[src/rtl/alu_pkg.sv]
// rtl/alu_pkg.sv - shared widths, flag indices and opcode enum for the alu
package alu_pkg;

    localparam int DATA_WIDTH  = 8;
    localparam int OPER_WIDTH  = 4;
    localparam int FLAGS_WIDTH = 4;

    localparam int FLAG_Z = 0;
    localparam int FLAG_C = 1;
    localparam int FLAG_V = 2;
    localparam int FLAG_N = 3;

    typedef enum logic [OPER_WIDTH-1:0] {
        OP_ADD   = 4'd0,
        OP_ADC   = 4'd1,
        OP_SUB   = 4'd2,
        OP_SBC   = 4'd3,
        OP_CMP   = 4'd4,
        OP_AND   = 4'd5,
        OP_ORR   = 4'd6,
        OP_XOR   = 4'd7,
        OP_LSL   = 4'd8,
        OP_LSR   = 4'd9,
        OP_ASR   = 4'd10,
        OP_ROL   = 4'd11,
        OP_ROR   = 4'd12,
        OP_RSV13 = 4'd13,
        OP_RSV14 = 4'd14,
        OP_RSV15 = 4'd15
    } alu_oper_t;

endpackage

[src/rtl/alu_if.sv]
// rtl/alu_if.sv - operand/opcode/flags bundle between the CPU datapath and the alu
interface alu_if;
    import alu_pkg::*;

    logic [OPER_WIDTH-1:0]  oper;
    logic [DATA_WIDTH-1:0]  a_in;
    logic [DATA_WIDTH-1:0]  b_in;
    logic [FLAGS_WIDTH-1:0] proc_flags_in;
    logic [DATA_WIDTH-1:0]  out;
    logic [FLAGS_WIDTH-1:0] proc_flags_out;

    modport master (
        output oper, a_in, b_in, proc_flags_in,
        input  out, proc_flags_out
    );

    modport slave (
        input  oper, a_in, b_in, proc_flags_in,
        output out, proc_flags_out
    );

endinterface

[src/rtl/alu_shifter.sv]
// rtl/alu_shifter.sv - combinational shifts (lsl/lsr/asr) and plain rotates (rol/ror)
module alu_shifter
    import alu_pkg::*;
(
    input  logic [DATA_WIDTH-1:0] a_i,
    input  logic [DATA_WIDTH-1:0] count_i,
    input  alu_oper_t             op_i,
    input  logic                  c_i,
    output logic [DATA_WIDTH-1:0] result_o,
    output logic                  c_o
);

    logic        big;
    logic [3:0]  eff;
    logic [2:0]  rot;
    logic [15:0] wide;
    logic [16:0] sext;

    always_comb begin
        result_o = a_i;
        c_o      = c_i;
        big      = (count_i > 8'd8);
        eff      = (count_i >= 8'd8) ? 4'd8 : count_i[3:0];
        rot      = count_i[2:0];
        wide     = 16'h0000;
        sext     = 17'h00000;
        case (op_i)
            OP_LSL: if (count_i != 8'd0) begin
                wide     = {8'h00, a_i} << eff;
                result_o = wide[7:0];
                c_o      = big ? 1'b0 : wide[8];
            end
            OP_LSR: if (count_i != 8'd0) begin
                wide     = {a_i, 8'h00} >> eff;
                result_o = wide[15:8];
                c_o      = big ? 1'b0 : wide[7];
            end
            // Sign bits pre-extended above a so a plain right shift acts arithmetic.
            OP_ASR: if (count_i != 8'd0) begin
                sext     = {{8{a_i[7]}}, a_i, 1'b0} >> eff;
                result_o = sext[8:1];
                c_o      = sext[0];
            end
            OP_ROL: if (rot != 3'd0) begin
                wide     = {a_i, a_i} << rot;
                result_o = wide[15:8];
                c_o      = wide[8];
            end
            OP_ROR: if (rot != 3'd0) begin
                wide     = {a_i, a_i} >> rot;
                result_o = wide[7:0];
                c_o      = wide[7];
            end
            default: ;
        endcase
    end

endmodule

[src/rtl/alu.sv]
// rtl/alu.sv - registered 8-bit ALU producing result and {N,V,C,Z} flags with 1-cycle latency
module alu
    import alu_pkg::*;
(
    input  logic  master_clk,
    input  logic  reset,
    alu_if.slave  bus
);

    alu_oper_t              op;
    logic [DATA_WIDTH-1:0]  a, b, b_eff;
    logic [FLAGS_WIDTH-1:0] f_in;
    logic                   is_sub, c_arith;
    logic [DATA_WIDTH:0]    sum;
    logic                   v_arith;
    logic [DATA_WIDTH-1:0]  sh_result;
    logic                   sh_c;

    logic [DATA_WIDTH-1:0]  out_d, out_q, res;
    logic [FLAGS_WIDTH-1:0] flags_d, flags_q;

    assign op   = alu_oper_t'(bus.oper);
    assign a    = bus.a_in;
    assign b    = bus.b_in;
    assign f_in = bus.proc_flags_in;

    // Subtraction reuses the adder as a + ~b + carry-in.
    assign is_sub  = (op == OP_SUB) || (op == OP_SBC) || (op == OP_CMP);
    assign b_eff   = is_sub ? ~b : b;
    assign c_arith = (op == OP_SUB) || (op == OP_CMP) ||
                     (((op == OP_ADC) || (op == OP_SBC)) && f_in[FLAG_C]);
    assign sum     = {1'b0, a} + {1'b0, b_eff} + {{DATA_WIDTH{1'b0}}, c_arith};
    assign v_arith = (a[7] == b_eff[7]) && (sum[7] != a[7]);

    alu_shifter u_shifter (
        .a_i      (a),
        .count_i  (b),
        .op_i     (op),
        .c_i      (f_in[FLAG_C]),
        .result_o (sh_result),
        .c_o      (sh_c)
    );

    always_comb begin
        res     = a;
        out_d   = a;
        flags_d = f_in;
        case (op)
            OP_ADD, OP_ADC, OP_SUB, OP_SBC, OP_CMP: begin
                res             = sum[7:0];
                out_d           = (op == OP_CMP) ? a : sum[7:0];
                flags_d[FLAG_C] = sum[8];
                flags_d[FLAG_V] = v_arith;
            end
            OP_AND: begin res = a & b; out_d = res; end
            OP_ORR: begin res = a | b; out_d = res; end
            OP_XOR: begin res = a ^ b; out_d = res; end
            OP_LSL, OP_LSR, OP_ASR, OP_ROL, OP_ROR: begin
                res             = sh_result;
                out_d           = sh_result;
                flags_d[FLAG_C] = sh_c;
            end
            default: ;
        endcase
        // Reserved opcodes leave the incoming flags untouched, N and Z included.
        if (op < OP_RSV13) begin
            flags_d[FLAG_N] = res[7];
            flags_d[FLAG_Z] = (res == '0);
        end
    end

    always_ff @(posedge master_clk) begin
        if (reset) begin
            out_q   <= '0;
            flags_q <= '0;
        end else begin
            out_q   <= out_d;
            flags_q <= flags_d;
        end
    end

    assign bus.out            = out_q;
    assign bus.proc_flags_out = flags_q;

endmodule

[src/flat_wrapper.sv]
// flat-port wrapper written by rule: the top's interface ports become plain ports
module alu_flat import alu_pkg::*;
  (master_clk, reset, bus_oper, bus_a_in, bus_b_in, bus_proc_flags_in, bus_out, bus_proc_flags_out);
  alu_if bus_i ();
  input  logic master_clk;
  input  logic reset;
  input wire logic [$bits(bus_i.oper)-1:0] bus_oper;
  input wire logic [$bits(bus_i.a_in)-1:0] bus_a_in;
  input wire logic [$bits(bus_i.b_in)-1:0] bus_b_in;
  input wire logic [$bits(bus_i.proc_flags_in)-1:0] bus_proc_flags_in;
  output wire logic [$bits(bus_i.out)-1:0] bus_out;
  output wire logic [$bits(bus_i.proc_flags_out)-1:0] bus_proc_flags_out;
  assign bus_i.oper = bus_oper;
  assign bus_i.a_in = bus_a_in;
  assign bus_i.b_in = bus_b_in;
  assign bus_i.proc_flags_in = bus_proc_flags_in;
  assign bus_out = bus_i.out;
  assign bus_proc_flags_out = bus_i.proc_flags_out;
  alu u_core (.master_clk(master_clk), .reset(reset), .bus(bus_i));
endmodule
[config.mk]
export PLATFORM = sky130hd
export DESIGN_NAME = alu_flat
export DESIGN_NICKNAME = d
export VERILOG_FILES = /design/src/rtl/alu_pkg.sv /design/src/rtl/alu_if.sv /design/src/rtl/alu_shifter.sv /design/src/rtl/alu.sv /design/src/flat_wrapper.sv
export SDC_FILE = /design/constraint.sdc
export NUM_CORES = 1
export LEC_CHECK = 0
export CAP_MARGIN = 20
export CORE_MARGIN = 1
export CORE_UTILIZATION = 51
export CTS_BUF_LIST = sky130_fd_sc_hd__clkbuf_4 sky130_fd_sc_hd__clkbuf_8 sky130_fd_sc_hd__clkbuf_16
export DETAILED_ROUTE_END_ITERATION = 10
export GPL_TIMING_DRIVEN = 0
export PLACE_DENSITY_LB_ADDON = 0.08
export SYNTH_ARGS = -nofsm -noshare
export SYNTH_HDL_FRONTEND = slang
export SYNTH_SLANG_ARGS = --single-unit
[constraint.sdc]
create_clock -name master_clk -period 10.4 [get_ports master_clk]
set_input_delay 2.08 -clock master_clk [delete_from_list [all_inputs] [get_ports master_clk]]
set_output_delay 2.08 -clock master_clk [all_outputs]
set_load 0.01 [all_outputs]
# Word-level counts from Yosys, hierarchy flattened
# Cells that the tools add are included.
# classes
addsub	2
magnitude_cmp	3
eq_ne	14
n_shift	5
mux	23
bitwise	4
reduce_logical	13
# op_table
cell	n
$pmux W8 S5	3
$mux W8	7
$eq A4 B4 Y1 const B	5
$shr A17 B4 Y9	1
$eq A4 B3 Y1 const B	4
$shl A16 B3 Y16	1
$shr A16 B3 Y8	1
$shr A16 B4 Y16	1
$mux W1	10
$reduce_or A5 Y1	2
$add A8 B8 Y9	1
$add A9 B1 Y9	1
$shl A8 B4 Y9	1
$and A8 B8 Y8	1
$eq A4 B2 Y1 const B	2
$ge A8 B4 Y1 const B	1
$gt A8 B4 Y1 const B	1
$logic_not A8 Y1	1
$not A8 Y8	1
$or A8 B8 Y8	1
$reduce_bool A8 Y1	1
$xor A8 B8 Y8	1
$logic_or A1 B1 Y1	5
$pmux W1 S5	1
other kinds (9)	10
# word_totals
reg_bits	12
in_bits	26
out_inout_bits	12
word_cells	66

# Depth between registers and ports, before layout
# depth
ltp_word	9
ltp_mapped	15
depth_no_buf	14

# Cells and area by module
# From an unflattened synthesis, not the netlist that was laid out.
# hier_totals
cells_unflattened	488
hier_area_um2	3617.2
# by_module_without_submodules
module	instances	cells_each	area_per_inst_um2	seq_area_each_um2
alu_shifter	1	284	2047.0	0.0
alu	1	204	1570.3	240.2

# Least setup slack after synthesis
# No wires, ideal clock.
# synth_path
path_type	input to register
start	input port bus_oper[1]
end	register u_core.flags_q[0], in the netlist u_core.bus.proc_flags_out[0]
setup_ns	0.119
arrival_time_ns	5.603
required_ns	10.281
slack_ns	4.678
cell_stages	15
path_buffers	2
path_cell_list	buf_2 buf_1 mux2i_1 nor2_1 xnor2_1 fa_1 fa_1 a21o_1 a21o_1 a211o_1 a221oi_1 o31ai_1 nand4_1 nor3_1 o2bb2ai_1
# synth_between
elab_chain_len	9
elab_cells_between_ends	29
cone_classes	2 x add/sub; 1 x order compare; 12 x eq/ne; 4 x mux; 10 x reduce/logical
# synth_rtl
item	line	source
start, declared	flat_wrapper.sv:7	input wire logic [$bits(bus_i.oper)-1:0] bus_oper;
$eq A4 B2 Y1, on equally long branches	--	
$logic_or A1 B1 Y1 (2 in a row)	alu.sv:28	assign is_sub = (op == OP_SUB) || (op == OP_SBC) || (op == OP_CMP);
$mux W8	alu.sv:29	assign b_eff = is_sub ? ~b : b;
$add A8 B8 Y9	alu.sv:32	assign sum = {1'b0, a} + {1'b0, b_eff} + {{DATA_WIDTH{1'b0}}, c_arith};
$add A9 B1 Y9	alu.sv:32	
$pmux W8 S5	alu.sv:48	case (op)
$logic_not A8 Y1	alu.sv:68	flags_d[FLAG_Z] = (res == '0);
$mux W1 (*)	alu.sv:66	if (op < OP_RSV13) begin
end signal, assigned	alu.sv:78	flags_q <= flags_d;
end, declared	alu.sv:20	logic [FLAGS_WIDTH-1:0] flags_d, flags_q;
# Mark *: on every way between the ends. The rest lies on a longest branch, timed or not.
# A chain may end at the register's enable or synchronous reset.

# Worst setup path after layout
# Ends and elaborated chain as after synthesis.

==> results.yml <==
status:
  status: "completed"
timing:
  setup_violations: 0
  slew_headroom: 0.219
  timing.fmax_mhz: 146
  tightestPinTransition_ps: 1140
  final.min_clock_period_ps: 6840
  slew_violations: 0
  finalSetupTns_ps: 0
  setup_slack_ps: 3560
  rsz0062_at_grt: "no"
  finalCritPeriodShare: 0.658
  finalHoldViolCount: 0
power:
  p_leak_nw: 1.37
  p_per_area_nw_per_um2: 75.1
  peakVddDrop_mv: 0.105
logic_synthesis:
  netlist_area_um2: 3150
  yosys-top-cells-area: "ha_1 (9.1%), dfxtp_1 (7.6%), mux2i_1 (7.3%), mux4_2 (7.1%), a21oi_1 (4.6%)"
  synth_fp_nets: 472
  async_flop_share: 0
  synthFlopType: "dfxtp_1"
  synth_warnings: 0
  ys_types: 67
  synth_top_area_frac: 0.0913
  ys_ff_latch: 12
  avgSynthCellArea_um2: 7.48
  synth_enable_flop_cells: 0
  synth_cells: 421
  synth_seq_area_share: 0.0763
  synth_top_area_cell: "ha_1"
clocking:
  cts_max_level: 1
  clockBufferDepth: 2
  cts_setup_buffers: 0
  tritoncts: "built"
  cts_buffers: 3
  cts_resized: 0
  clkTransAtPathRegs_ps: 50
  cts-root-buf: "clkbuf_8"
  postCtsHoldBufs: 0
  cts.sinks: 12
global_route:
  grt-ovfl-total: 0
  grt_max_degree: 11
  grt_pass1_vias: 3609
  grt_pass1_wl_um: 20000
  antenna_found_initial: 0
  grt_use_total: 0.423
setup_path:
  critPathCaptureType: "flip-flop"
  start_kind: "input port"
  crit_type: "input port to flip-flop"
  crit_path_max_fanout: 10
  required_ps: 10520
  critPathArrivalTime_ps: 6970
drt:
  vias_per_cell: 7.33
  drt_first_iter_violations: 676
  vias: 3944
  drc: 0
  detail-route-antenna-nets: 0
  routed_wl_um: 13600
  wl_per_cell_um: 25.3
  dr.pass1.iters: 5
final_layout:
  utilization: 0.616
  area_growth_pct: 16.4
  fin_cells: 538
  nets: 516
  n_antenna_cell: 0
  drive_above_1_share: 0.112
  fin_area_um2: 3670
job:
  maxCapViolations: 0
place:
  postPlaceCellArea_um2: 3620
  preCtsSetupSlack_ps: 3390
  place_inst: 535
  port_buffers: 37
  hpwl_um: 10400
  gp_congestion: 1.02
worst_hold_path:
  hp-class: "input port to flip-flop"
floorplan:
  start_util: 0.529
  die_h_um: 80.6
  rows: 28
  dieWidth_um: 80.6
  core_area_um2: 5960
  die-area_um2: 6500
  ioPinCount: 38
[power breakdown]
group	internal [mW]	total, mW	switching (mW)	leakage, nW
sequential	0.0510	0.0523	0.00128	0.0994
clock	0.0255	0.0424	0.0169	0.0216
combinational	0.0740	0.181	0.107	1.25
[critical path: stages]
cell             delay (ps)
clkdlybuf4s50_1         550
buf_2                   280
buf_1                   510
mux2i_1                 170
nor2_1                  640
xnor2_1                 180
fa_1                    460
fa_1                    410
a21o_1                  200
a21o_1                  210
a211o_1                 310
a221oi_1                480
o31ai_1                 160
nand4_1                 120
nor3_1                   70
o2bb2ai_1               120
[kinds of logic after synthesis]
| kind of cell | Yosys count | synth area share |
|---|---|---|
| compound gates | 133 | 0.288 |
| simple gates | 132 | 0.224 |
| buf+inv | 59 | 0.0794 |
| mux | 44 | 0.184 |
| fa+ha+maj | 25 | 0.104 |
| xor+xnor | 16 | 0.0445 |
| flops | 12 | 0.0763 |
[worst paths after layout]
kind	cells after the start	endpoint	slack (ps)	from
max	16	u_core.bus.proc_flags_out[0]	3560	bus_oper[1]
min	3	u_core.bus.proc_flags_out[0]	2440	bus_proc_flags_in[0]
[cells in the mapped netlist, types with 6 or more instances]
cell / instances
a21o_1: 7
a21oi_1: 29
a22oi_1: 9
a31oi_1: 8
buf_2: 11
clkbuf_1: 21
dfxtp_1: 12
ha_1: 23
inv_1: 16
mux2_2: 11
mux2i_1: 23
mux4_2: 10
nand2_1: 23
nand2b_1: 6
nand3_1: 14
nand4_1: 7
nor2_1: 32
nor2b_1: 7
nor3_1: 11
nor4_1: 6
o21ai_0: 25
xnor2_1: 13
[cell type report]
cell class / count / area, um^2
multi-input combinational: 350 / 2660
fill: 550 / 2290
timing repair buffer: 39 / 380
sequential: 12 / 240
buffer: 40 / 179
tap: 75 / 93.8
inverter: 19 / 71.3
clock buffer: 3 / 41.3
[layer usage]
metal  GRT usage  vias to the layer above  wire length (um)
met3       0.119                       80              1960
met1       0.546                     1791              5070
li1            -                     1689                 -
met2       0.642                      384              5660
met4       0.200                        0               903
met5           0                        -                 0
[state kept, by name, summed over array words and instances (netlist names)]
register	flops
u_core.bus.out	8
u_core.bus.proc_flags_out	4
[placed cells by master (no fill, tap or decap), types with 5 or more instances in the layout]
cell / count
buf_2: 13
o21ai_0: 25
nor2b_1: 7
a22oi_1: 9
nand2b_1: 6
nand4_1: 7
xnor2_1: 13
inv_1: 16
mux2i_1: 23
a221oi_1: 5
nand2_1: 23
nor3_1: 11
nor4_1: 6
nand3_1: 14
buf_1: 5
dfxtp_1: 12
a31oi_1: 8
mux2_2: 11
mux4_2: 10
a21oi_1: 29
o32ai_1: 5
clkbuf_1: 21
nor2_1: 32
a21o_1: 7
clkdlybuf4s50_1: 37
ha_1: 23
o22ai_1: 5
[per-stage QoR]
stage / hold slack, ps / power (mW)
4_1_cts: 2430 / 0.267
2_1_floorplan: 2150 / 0.163
3_3_place_gp: 2680 / 0.221
5_1_grt: 2450 / 0.286
6_report: 2440 / 0.275
3_5_place_dp: 2680 / 0.225
(Power assumes the default switching activity.)
